File: src/rtl/cardinal_pkg.sv
// cardinal_pkg: shared port/VC indices and router sizing for the cardinal mesh
package cardinal_pkg;
    localparam int NUM_PORTS = 5;
    localparam int PTR_W     = 3;
    localparam int PORT_N    = 0;
    localparam int PORT_E    = 1;
    localparam int PORT_S    = 2;
    localparam int PORT_W    = 3;
    localparam int PORT_PE   = 4;
    localparam int VC0       = 0;
    localparam int VC1       = 1;
endpackage

File: src/rtl/rr_pick.sv
// rr_pick: combinational round-robin picker, first set bit of cand at or after ptr
module rr_pick #(
    parameter int N = cardinal_pkg::NUM_PORTS,
    parameter int W = cardinal_pkg::PTR_W
) (
    input  logic [N-1:0] cand,
    input  logic [W-1:0] ptr,
    output logic [N-1:0] onehot,
    output logic [W-1:0] idx,
    output logic         any
);
    int s;
    logic [W-1:0] p;
    // Walk offsets from the far end so the nearest hit after ptr is written last.
    always_comb begin
        onehot = '0;
        idx = '0;
        any = 1'b0;
        s = 0;
        p = '0;
        for (int i = N - 1; i >= 0; i--) begin
            s = int'(ptr) + i;
            p = W'(s >= N ? s - N : s);
            if (cand[p]) begin
                onehot = '0;
                onehot[p] = 1'b1;
                idx = p;
                any = 1'b1;
            end
        end
    end
endmodule

File: src/rtl/output_vc_arbiter.sv
// output_vc_arbiter: per-output switch arbiter, one VC per cycle chosen by polarity,
// independent round-robin pointer per VC and registered one-hot grant.
module output_vc_arbiter #(
    parameter int NUM_PORTS = cardinal_pkg::NUM_PORTS,
    parameter int PTR_W     = cardinal_pkg::PTR_W
) (
    input  logic                 clk,
    input  logic                 reset,
    input  logic                 polarity,
    input  logic [NUM_PORTS-1:0] req_vc0,
    input  logic [NUM_PORTS-1:0] req_vc1,
    input  logic [NUM_PORTS-1:0] port_mask,
    input  logic [1:0]           dn_full,
    output logic [NUM_PORTS-1:0] gnt,
    output logic                 gnt_valid,
    output logic                 gnt_vc
);
    logic [PTR_W-1:0]     ptr0, ptr1, cur_ptr, pick_idx, nxt_ptr;
    logic [NUM_PORTS-1:0] cand, pick_oh;
    logic                 pick_any, win;

    always_comb begin
        cand = (polarity ? req_vc1 : req_vc0) & ~port_mask;
        cur_ptr = polarity ? ptr1 : ptr0;
        win = pick_any & ~dn_full[polarity];
        nxt_ptr = (pick_idx == PTR_W'(NUM_PORTS - 1)) ? '0 : pick_idx + 1'b1;
    end

    rr_pick #(.N(NUM_PORTS), .W(PTR_W)) u_pick (
        .cand   (cand),
        .ptr    (cur_ptr),
        .onehot (pick_oh),
        .idx    (pick_idx),
        .any    (pick_any)
    );

    always_ff @(posedge clk or negedge reset) begin
        if (!reset) begin
            gnt <= '0;
            gnt_valid <= 1'b0;
            gnt_vc <= 1'(cardinal_pkg::VC0);
            ptr0 <= '0;
            ptr1 <= '0;
        end else begin
            gnt <= win ? pick_oh : '0;
            gnt_valid <= win;
            gnt_vc <= polarity;
            if (win && !polarity) ptr0 <= nxt_ptr;
            if (win && polarity) ptr1 <= nxt_ptr;
        end
    end
endmodule

File: config.mk
export PLATFORM = sky130hd
export DESIGN_NAME = output_vc_arbiter
export DESIGN_NICKNAME = d
export VERILOG_FILES = /design/src/rtl/cardinal_pkg.sv /design/src/rtl/rr_pick.sv /design/src/rtl/output_vc_arbiter.sv
export SDC_FILE = /design/constraint.sdc
export NUM_CORES = 1
export LEC_CHECK = 0
export BUFFER_PORTS_ARGS = -buffer_cell sky130_fd_sc_hd__buf_2
export CORE_MARGIN = 5
export CORE_UTILIZATION = 40
export DETAILED_ROUTE_END_ITERATION = 8
export GPL_TIMING_DRIVEN = 0
export PLACE_DENSITY = 0.6
export SYNTH_ARGS = -nofsm -noshare
export SYNTH_HDL_FRONTEND = slang
export SYNTH_SLANG_ARGS = --single-unit
File: constraint.sdc
create_clock -name clk -period 4.6 [get_ports clk]
set_input_delay 0.46 -clock clk [delete_from_list [all_inputs] [get_ports clk]]
set_output_delay 0.46 -clock clk [all_outputs]
set_load 0.1 [all_outputs]
==> qor.txt, run 1 <==
Final ANT Viol Nets: 0
CTS Hold Bufs: 0
Setup Crit Path Kind: input port to register
synthesized flop and latch total: 13
GRT Residual Overflow: 0
CORE AREA: 4820 um2
type of origin of the critical path: input port
Post-Synthesis Cells: 235
NumNets Final: 306
Core Rows: 25
Initial Util: 0.418
ys async rst share: 1.00
CP Capture Type: register
Synthesis Warnings: 0
worst setup margin: 0.212 ns
cell count after placement: 328
area of the die: 6550 um2
Mapped Nets: 265
total negative slack: 0 ns
Port Buffer Count: 26
fin crit share: 0.954
placer congestion estimate: 0.869
router iterations before antenna repair: 6
Synth cell types: 74
# DRC: 0
CP max stage delay: 0.38 ns
Final Setup Violations: 0
CTS Buf Count: 3
WL final: 5770 um
top_reg_cell synth: dfrtp_1
Vias per Instance: 5.84
worst hold slack: 0.100 ns
P&R area growth vs syn: 19.2%
post-synthesis sequential area ratio: 0.162
pin count of the biggest net entering global routing: 14
crit-path leading delay family: multiplexers
vias in the first global route: 1855
Die Width: 80.9 um
most common cell after layout, fill and taps aside: buf_2
root buffer cell: clkbuf_8
critical-path maximum fanout: 11
CTS clock-pin slew for the worst setup and hold paths: 0.05 ns
GR Util All Layers: 0.174
htree depth: 1
Post-synth EDFFs: 0
routed vias: 1998
Clock Path Buffers: 2
CP required: 4.72 ns
number of DRC markers in iteration 0: 151
most frequent cells in the layout: 26 x buf_2, 21 x nor2_1, 15 x nand2_1
Slew headroom: 0.537
clock skew: 0.00250 ns
Final HPWL DP: 4370 um
share of cells above drive strength 1: 0.295
Worst-Skew Late Latency: 0.23 ns
Worst Tran Pin Value: 0.675 ns
Crit-path slowest cell: mux2i_4
CP cell instances: buf_2 > buf_6 > mux2i_1 > buf_4 > ha_1 > ha_1 > a21oi_2 > mux2i_4 > mux2i_4 > o221a_4 > o2111ai_1 > a221oi_2 > a2bb2oi_1 > ha_1 > nor2_1 > mux2_4 > mux2_2
Final Non-Filler Cells: 342
outcome: completed
first-pass GRT wire length: 9060 um
Final Slew Violations: 0
CTS sink cnt: 13
CTS tree: done
maxcap violations: 0
I/O pins: 27
HP Class: input port to async pin
initial antenna violation count: 0
WP buf/inv: 3
fin crit period: 4.39 ns
syn_area_per_cell: 8.56 um2
Die Span Y: 80.9 um
Hold Vio Cnt, Final: 0
maximum operating frequency: 228 MHz
CP dominant cell by count: ha_1
arrival time at the worst endpoint: 4.51 ns
# diodes: 0
Wirelength per Cell: 16.9 um
Mapped Area: 2010 um2
pre-CTS WS: -0.719 ns
[area by class of cell]
class | count | area, um2
fill | 476 | 2420
multi-input combinational | 201 | 1620
sequential | 13 | 325
timing repair buffer | 37 | 213
tap | 67 | 83.8
buffer | 9 | 63.8
clock buffer | 4 | 45.0
inverter | 11 | 43.8
[worst register-to-register path, cell delays in order, from the launching register on]
cell and delay [ns]:
dfrtp_1 0.41, mux2i_1 0.21, buf_4 0.23, ha_1 0.19, ha_1 0.35, a21oi_2 0.26, mux2i_4 0.38, mux2i_4 0.34
o221a_4 0.27, o2111ai_1 0.21, a221oi_2 0.35, a2bb2oi_1 0.23, ha_1 0.19, nor2_1 0.04, mux2_4 0.26, mux2_2 0.26
[per-stage QoR]
stage	util	instance area, um2
3_5_place_dp	0.462	2230
5_1_grt	0.498	2400
2_1_floorplan	-	2010
3_3_place_gp	0.462	2230
4_1_cts	0.479	2310
6_report	0.498	2400
[Yosys cell counts (4+ instances only)]
| cell | n | share of area |
|---|---|---|
| o311ai_0 | 4 | 0.017 |
| o22ai_1 | 4 | 0.012 |
| xnor2_1 | 4 | 0.017 |
| ha_1 | 10 | 0.062 |
| dfrtp_1 | 13 | 0.16 |
| nor2_1 | 21 | 0.039 |
| a21oi_1 | 8 | 0.020 |
| nand3_1 | 5 | 0.012 |
| clkbuf_1 | 5 | 0.0093 |
| inv_1 | 7 | 0.013 |
| a211oi_1 | 4 | 0.015 |
| o21ai_1 | 4 | 0.010 |
| o22a_1 | 4 | 0.017 |
| o21ai_0 | 6 | 0.015 |
| nand2_1 | 15 | 0.028 |
| mux2i_1 | 15 | 0.075 |
| nand2b_1 | 6 | 0.019 |
| nor3_1 | 4 | 0.010 |
| a31oi_1 | 6 | 0.019 |
[metal layers]
metal	track usage	wire, um	part of all wire
met1	0.241	2590	0.45
met2	0.294	2810	0.49
met3	0.0310	367	0.064
met4	0.0169	0	0
met5	0	0	0
[flip-flops by register name, indices dropped and copies added (netlist names)]
signal,cells
ptr1,3
gnt_vc,1
gnt_valid,1
ptr0,3
gnt,5
[cell families after synthesis]
kind of cell / count (synthesis) / synth area share
adders and majority gates: 10 / 0.0622
buffers and inverters: 21 / 0.0535
muxes: 26 / 0.152
and+or+nand+nor: 79 / 0.213
DFF: 13 / 0.162
AOI/OAI and AO/OA: 82 / 0.340
xor gates and xnor gates: 4 / 0.0174
[what timing repair did]
item                                   CTS  global route
endpoints found under the hold margin    0             0
pin swaps                                0             2
setup endpoints to repair                6             6
setup buffers                            2             9
resized for setup                        5             6
[final timing paths]
kind	to	slack, ns	from	depth (start not counted)
worst max-delay path	ptr0[2]$_DFFE_PN0P_	0.21	polarity	17
worst min-delay path	ptr1[1]$_DFFE_PN0P_	0.10	reset	1
worst max register to register	ptr0[2]$_DFFE_PN0P_	0.31	ptr1[1]$_DFFE_PN0P_	15
worst min register to register	ptr0[1]$_DFFE_PN0P_	0.56	ptr0[1]$_DFFE_PN0P_	1
max in group asynchronous	gnt[1]$_DFF_PN0_	4.28	reset	1
min in group clk	gnt_vc$_DFF_PN0_	0.36	polarity	1
Power of run 1 is left out: the tool's default activity adds up to more than one toggle a clock period on the data nets, which glitch-free logic cannot reach.
==> inputs of run 2 (changes only) <==
--- a/config.mk
+++ b/config.mk
@@ -7,10 +7,9 @@
 export LEC_CHECK = 0
 export BUFFER_PORTS_ARGS = -buffer_cell sky130_fd_sc_hd__buf_2
 export CORE_MARGIN = 5
-export CORE_UTILIZATION = 40
+export CORE_UTILIZATION = 50
 export DETAILED_ROUTE_END_ITERATION = 8
-export GPL_TIMING_DRIVEN = 0
-export PLACE_DENSITY = 0.6
+export PLACE_DENSITY = 0.72
 export SYNTH_ARGS = -nofsm -noshare
 export SYNTH_HDL_FRONTEND = slang
 export SYNTH_SLANG_ARGS = --single-unit
==> qor.txt, run 2 (synthesis results as in run 1) <==
Clock Path Buffers: 2 (unchanged)
Initial Util: 0.510 (+0.0927)
number of DRC markers in iteration 0: 167 (+11%)
HP Class: input port to async pin
# DRC: 0 (unchanged)
placer congestion estimate: 0.967 (+11%)
maxcap violations: 0 (unchanged)
worst hold slack: 0.0981 ns (-0.00199 ns)
root buffer cell: clkbuf_8
Crit-path slowest cell: a221oi_1
Setup Crit Path Kind: input port to register
GR Util All Layers: 0.210 (+0.0359)
Core Rows: 23 (-8.0%)
maximum operating frequency: 236 MHz (+3.8%)
Final ANT Viol Nets: 0 (unchanged)
Worst-Skew Late Latency: 0.24 ns (about the same)
Final HPWL DP: 4420 um (+1.1%)
critical-path maximum fanout: 14 (+3)
most frequent cells in the layout: 26 x buf_2, 21 x nor2_1, 16 x buf_4
Fillers: 357 (-25%)
CP cell instances: buf_2 > mux2i_1 > buf_12 > inv_1 > ha_1 > nand2b_1 > a21oi_1 > mux2i_2 > buf_4 > mux2i_2 > o221a_2 > o2111ai_1 > a221oi_1 > a2bb2oi_1 > ha_1 > nor2_1 > mux2_4 > mux2_2
CTS Buf Count: 3 (unchanged)
share of cells above drive strength 1: 0.290 (-0.00410)
largest registers: gnt (5), ptr0 (3), ptr1 (3)
CTS tree: done
Wirelength per Cell: 17.1 um (+1.3%)
htree depth: 1 (unchanged)
P&R area growth vs syn: 15.8%
GRT Residual Overflow: 0 (unchanged)
Die Span Y: 73.4 um (-9.2%)
CTS sink cnt: 13 (unchanged)
CP Capture Type: register
NumNets Final: 303 (-0.98%)
fin crit period: 4.23 ns (-0.159 ns)
Final Setup Violations: 0 (unchanged)
CP max stage delay: 0.36 ns (-0.02 ns)
Worst Tran Pin Value: 0.580 ns (-0.0945 ns)
Slew headroom: 0.602 (+0.0648)
most flop-heavy register: gnt
most common cell after layout, fill and taps aside: buf_2
I/O pins: 27 (unchanged)
CP required: 4.72 ns (about the same)
CTS clock-pin slew for the worst setup and hold paths: 0.05 ns (about the same)
RR Startpoint: ptr1[1]$_DFFE_PN0P_
Vias per Instance: 6.40 (+9.6%)
Die Width: 73.4 um (-9.2%)
type of origin of the critical path: input port
pin count of the biggest net entering global routing: 15 (+1)
fin crit share: 0.919 (-0.0345)
arrival time at the worst endpoint: 4.35 ns (-0.16 ns)
first-pass GRT wire length: 9070 um (about the same)
initial antenna violation count: 0 (unchanged)
outcome: completed
CTS Hold Bufs: 0 (unchanged)
CORE AREA: 3940 um2 (-18%)
# diodes: 0 (unchanged)
routed vias: 2061 (+3.2%)
vias in the first global route: 1925 (+3.8%)
WL final: 5500 um (-4.6%)
Port Buffer Count: 26 (unchanged)
crit path launch: polarity
max reg flops: 5 (unchanged)
clock skew: 0.00263 ns (+0.000131 ns)
WP buf/inv: 4 (+1)
router iterations before antenna repair: 4 (-2)
crit-path leading delay family: multiplexers
Final Slew Violations: 0 (unchanged)
area of the die: 5390 um2 (-18%)
Hold Vio Cnt, Final: 0 (unchanged)
## run 2: cell types whose count changed in the layout (fill, tap and decap cells not counted), moves of 2 or more
cell / delta
buf_6: -3
mux2i_4: -2
buf_4: +3
clkbuf_1: -3
## run 2: final timing paths
check / end / slack [ns] / cells past startpoint
max: ptr0[2]$_DFFE_PN0P_ / 0.37 / 18
min: gnt[2]$_DFF_PN0_ / 0.1 / 1
max reg2reg: ptr0[2]$_DFFE_PN0P_ / 0.45 / 17
min reg2reg: ptr1[1]$_DFFE_PN0P_ / 0.57 / 1
max in group asynchronous: ptr0[0]$_DFFE_PN0P_ / 4.28 / 1
min in group clk: ptr1[1]$_DFFE_PN0P_ / 0.57 / 1
## run 2: final cells by class
class / instances / area [um2] / share of cell area
Tap cell: 50 / 62.6 / 0.0269
Clock buffer: 4 / 45.0 / 0.0193
Sequential cell: 13 / 325 / 0.140
Timing Repair Buffer: 43 / 270 / 0.116
Multi-Input combinational cell: 201 / 1580 / 0.679
Inverter: 11 / 43.8 / 0.0188
## run 2: what timing repair did
action	4_1_cts	5_1_grt
buffers inserted	0	1
resized for setup	0	1
endpoints found under the setup margin	0	2
## run 2: metal layers
metal	global-route usage	share of wire	routed length [um]
met1	0.295	0.43	2390
met2	0.341	0.47	2560
met3	0.0301	0.083	454
met4	0.0483	0.017	95
met5	0	0	0
## run 2: stage by stage
stage / setup TNS (ns) / cells / worst slack [ns] / utilization / instance area [um2]
finish: 0 / 322 / 0.370 / 0.591 / 2330
detailed placement: 0 / 317 / 0.0699 / 0.577 / 2270
floorplan: 0 / 235 / 0.139 / - / 2010
global route: -0.00154 / 322 / -0.00109 / 0.591 / 2330
CTS: 0 / 321 / 0.347 / 0.588 / 2320
global placement: 0 / 317 / 0.214 / 0.577 / 2270
Power of run 2 is left out for the same reason.
==> inputs of run 3 (changes only) <==
--- a/config.mk
+++ b/config.mk
@@ -6,10 +6,10 @@
 export NUM_CORES = 1
 export LEC_CHECK = 0
 export BUFFER_PORTS_ARGS = -buffer_cell sky130_fd_sc_hd__buf_2
-export CORE_MARGIN = 5
-export CORE_UTILIZATION = 50
+export CORE_UTILIZATION = 35
 export DETAILED_ROUTE_END_ITERATION = 8
-export PLACE_DENSITY = 0.72
+export GPL_TIMING_DRIVEN = 0
+export PLACE_DENSITY = 0.54
 export SYNTH_ARGS = -nofsm -noshare
 export SYNTH_HDL_FRONTEND = slang
 export SYNTH_SLANG_ARGS = --single-unit
==> qor.txt, run 3 (synthesis results as in run 1) <==
outcome: completed
Final HPWL DP: 4480 um (+1.3%)
RR Startpoint: ptr0[0]$_DFFE_PN0P_
critical-path maximum fanout: 12 (-2)
DP Area: 2230 um2 (-1.8%)
Wirelength per Cell: 16.9 um (-0.86%)
WL final: 5860 um (+6.5%)
cell count after placement: 333 (+5.0%)
maxcap violations: 0 (unchanged)
CP Capture Type: register
number of DRC markers in iteration 0: 176 (+5.4%)
fin crit period: 4.40 ns (+0.175 ns)
CP required: 4.73 ns (about the same)
Register-to-Register Path Depth: 16 (-1)
clock skew: 0.00446 ns (+0.00183 ns)
Final Cell Area: 2440 um2 (+4.6%)
router iterations before antenna repair: 4 (unchanged)
Final Setup Violations: 0 (unchanged)
share of cells above drive strength 1: 0.299 (+0.00883)
placer congestion estimate: 0.845 (-13%)
Vias per Instance: 5.78 (-9.7%)
CP max stage delay: 0.36 ns (about the same)
Final Slew Violations: 0 (unchanged)
Core Util, Final: 0.440 (-0.151)
busiest layer in global routing: met2
setup slack, reg-to-reg: 0.24 ns (-0.21 ns)
CP cell instances: buf_2 > buf_6 > mux2i_4 > inv_2 > buf_6 > ha_1 > nand2b_1 > a22oi_2 > o311ai_0 > a22oi_1 > a2bb2oi_4 > o2111ai_2 > a221oi_2 > a2bb2oi_1 > ha_1 > nor2_1 > mux2_4 > mux2_2
fin crit share: 0.957 (+0.0380)
pin count of the biggest net entering global routing: 14 (-1)
type of origin of the critical path: input port
FF-to-FF End: ptr1[2]$_DFFE_PN0P_
CTS tree: done
I/O pins: 27 (unchanged)
vias in the first global route: 1893 (-1.7%)
max reg flops: 5 (unchanged)
CORE AREA: 5540 um2 (+41%)
Die Width: 77.8 um (+6.0%)
most flop-heavy register: gnt
first-pass GRT wire length: 9360 um (+3.2%)
routed vias: 1999 (-3.0%)
Setup Crit Path Kind: input port to register
met1 usage: 0.251 (-0.0440)
htree depth: 1 (unchanged)
CTS clock-pin slew for the worst setup and hold paths: 0.06 ns (about the same)
Initial Util: 0.363 (-0.147)
CTS sink cnt: 13 (unchanged)
Worst-Skew Late Latency: 0.24 ns (about the same)
Slew headroom: 0.515 (-0.0871)
Port Buffer Count: 26 (unchanged)
Final ANT Viol Nets: 0 (unchanged)
arrival time at the worst endpoint: 4.53 ns (+0.18 ns)
GRT Residual Overflow: 0 (unchanged)
root buffer cell: clkbuf_8
GR Util All Layers: 0.193 (-0.0172)
RSZ-0062 raised after global routing: false
most common cell after layout, fill and taps aside: buf_2
CTS Hold Bufs: 0 (unchanged)
GR Util met2: 0.328 (-0.0123)
Core Rows: 27 (+17%)
# DRC: 0 (unchanged)
# diodes: 0 (unchanged)
grt met3 use: 0.0353 (+0.00520)
P&R area growth vs syn: 21.1%
maximum operating frequency: 227 MHz (-4.0%)
largest registers: gnt (5), ptr0 (3), ptr1 (3)
CTS Buf Count: 3 (unchanged)
Final Non-Filler Cells: 346 (+7.5%)
Crit-path slowest cell: mux2i_4
Clock Path Buffers: 2 (unchanged)
Die Span Y: 77.8 um (+6.0%)
Worst Tran Pin Value: 0.709 ns (+0.129 ns)
Hold Vio Cnt, Final: 0 (unchanged)
area of the die: 6060 um2 (+12%)
most frequent cells in the layout: 26 x buf_2, 21 x nor2_1, 15 x nand2_1
HP Class: input port to async pin
NumNets Final: 305 (+0.66%)
worst hold slack: 0.0942 ns (-0.00389 ns)
initial antenna violation count: 0 (unchanged)
[run 3: per-layer routing]
metal	vias up	wire (um)
met2	62	2790
met5	-	0
li1	993	-
met4	0	60
met3	5	350
met1	939	2660
[run 3: area by class of cell]
cell class	count	area, um2
Tap cell	72	90.1
Sequential cell	13	325
Multi-Input combinational cell	202	1660
Timing Repair Buffer	35	210
Clock buffer	4	45.0
Inverter	11	43.8
Fill cell	585	3100
Buffer	9	63.8
[run 3: timing repair]
item                                    CTS  global route
cloned                                    0             1
pin swaps                                 0             3
setup buffers                             1             8
gates resized for setup                   7             7
endpoints found under the setup margin    6             4
[run 3: worst max-delay path by stage]
stage | start | endpoint | slack [ns] | cells after the start
finish | polarity | ptr1[2]$_DFFE_PN0P_ | 0.20 | 18
detailed placement | polarity | ptr1[2]$_DFFE_PN0P_ | -0.76 | 18
global placement | polarity | ptr1[2]$_DFFE_PN0P_ | -0.70 | 18
CTS | polarity | ptr1[2]$_DFFE_PN0P_ | 0.02 | 18
global route | polarity | ptr1[2]$_DFFE_PN0P_ | 0.006 | 18
floorplan | polarity | ptr0[2]$_DFFE_PN0P_ | 0.14 | 17
[run 3: stage by stage]
stage | setup WS (ns) | TNS [ns]
global route | 0.00579 | 0
detailed placement | -0.759 | -3.52
floorplan | 0.139 | 0
CTS | 0.0224 | 0
finish | 0.196 | 0
global placement | -0.700 | -3.20
[run 3: critical path: cells and delay by family]
family          cells  cell delay, ns
compound gates      7            1.83
mux                 3            0.88
buf+inv             4            0.55
fa+ha+maj           2            0.53
simple gates        2            0.26
Power of run 3 is left out for the same reason.
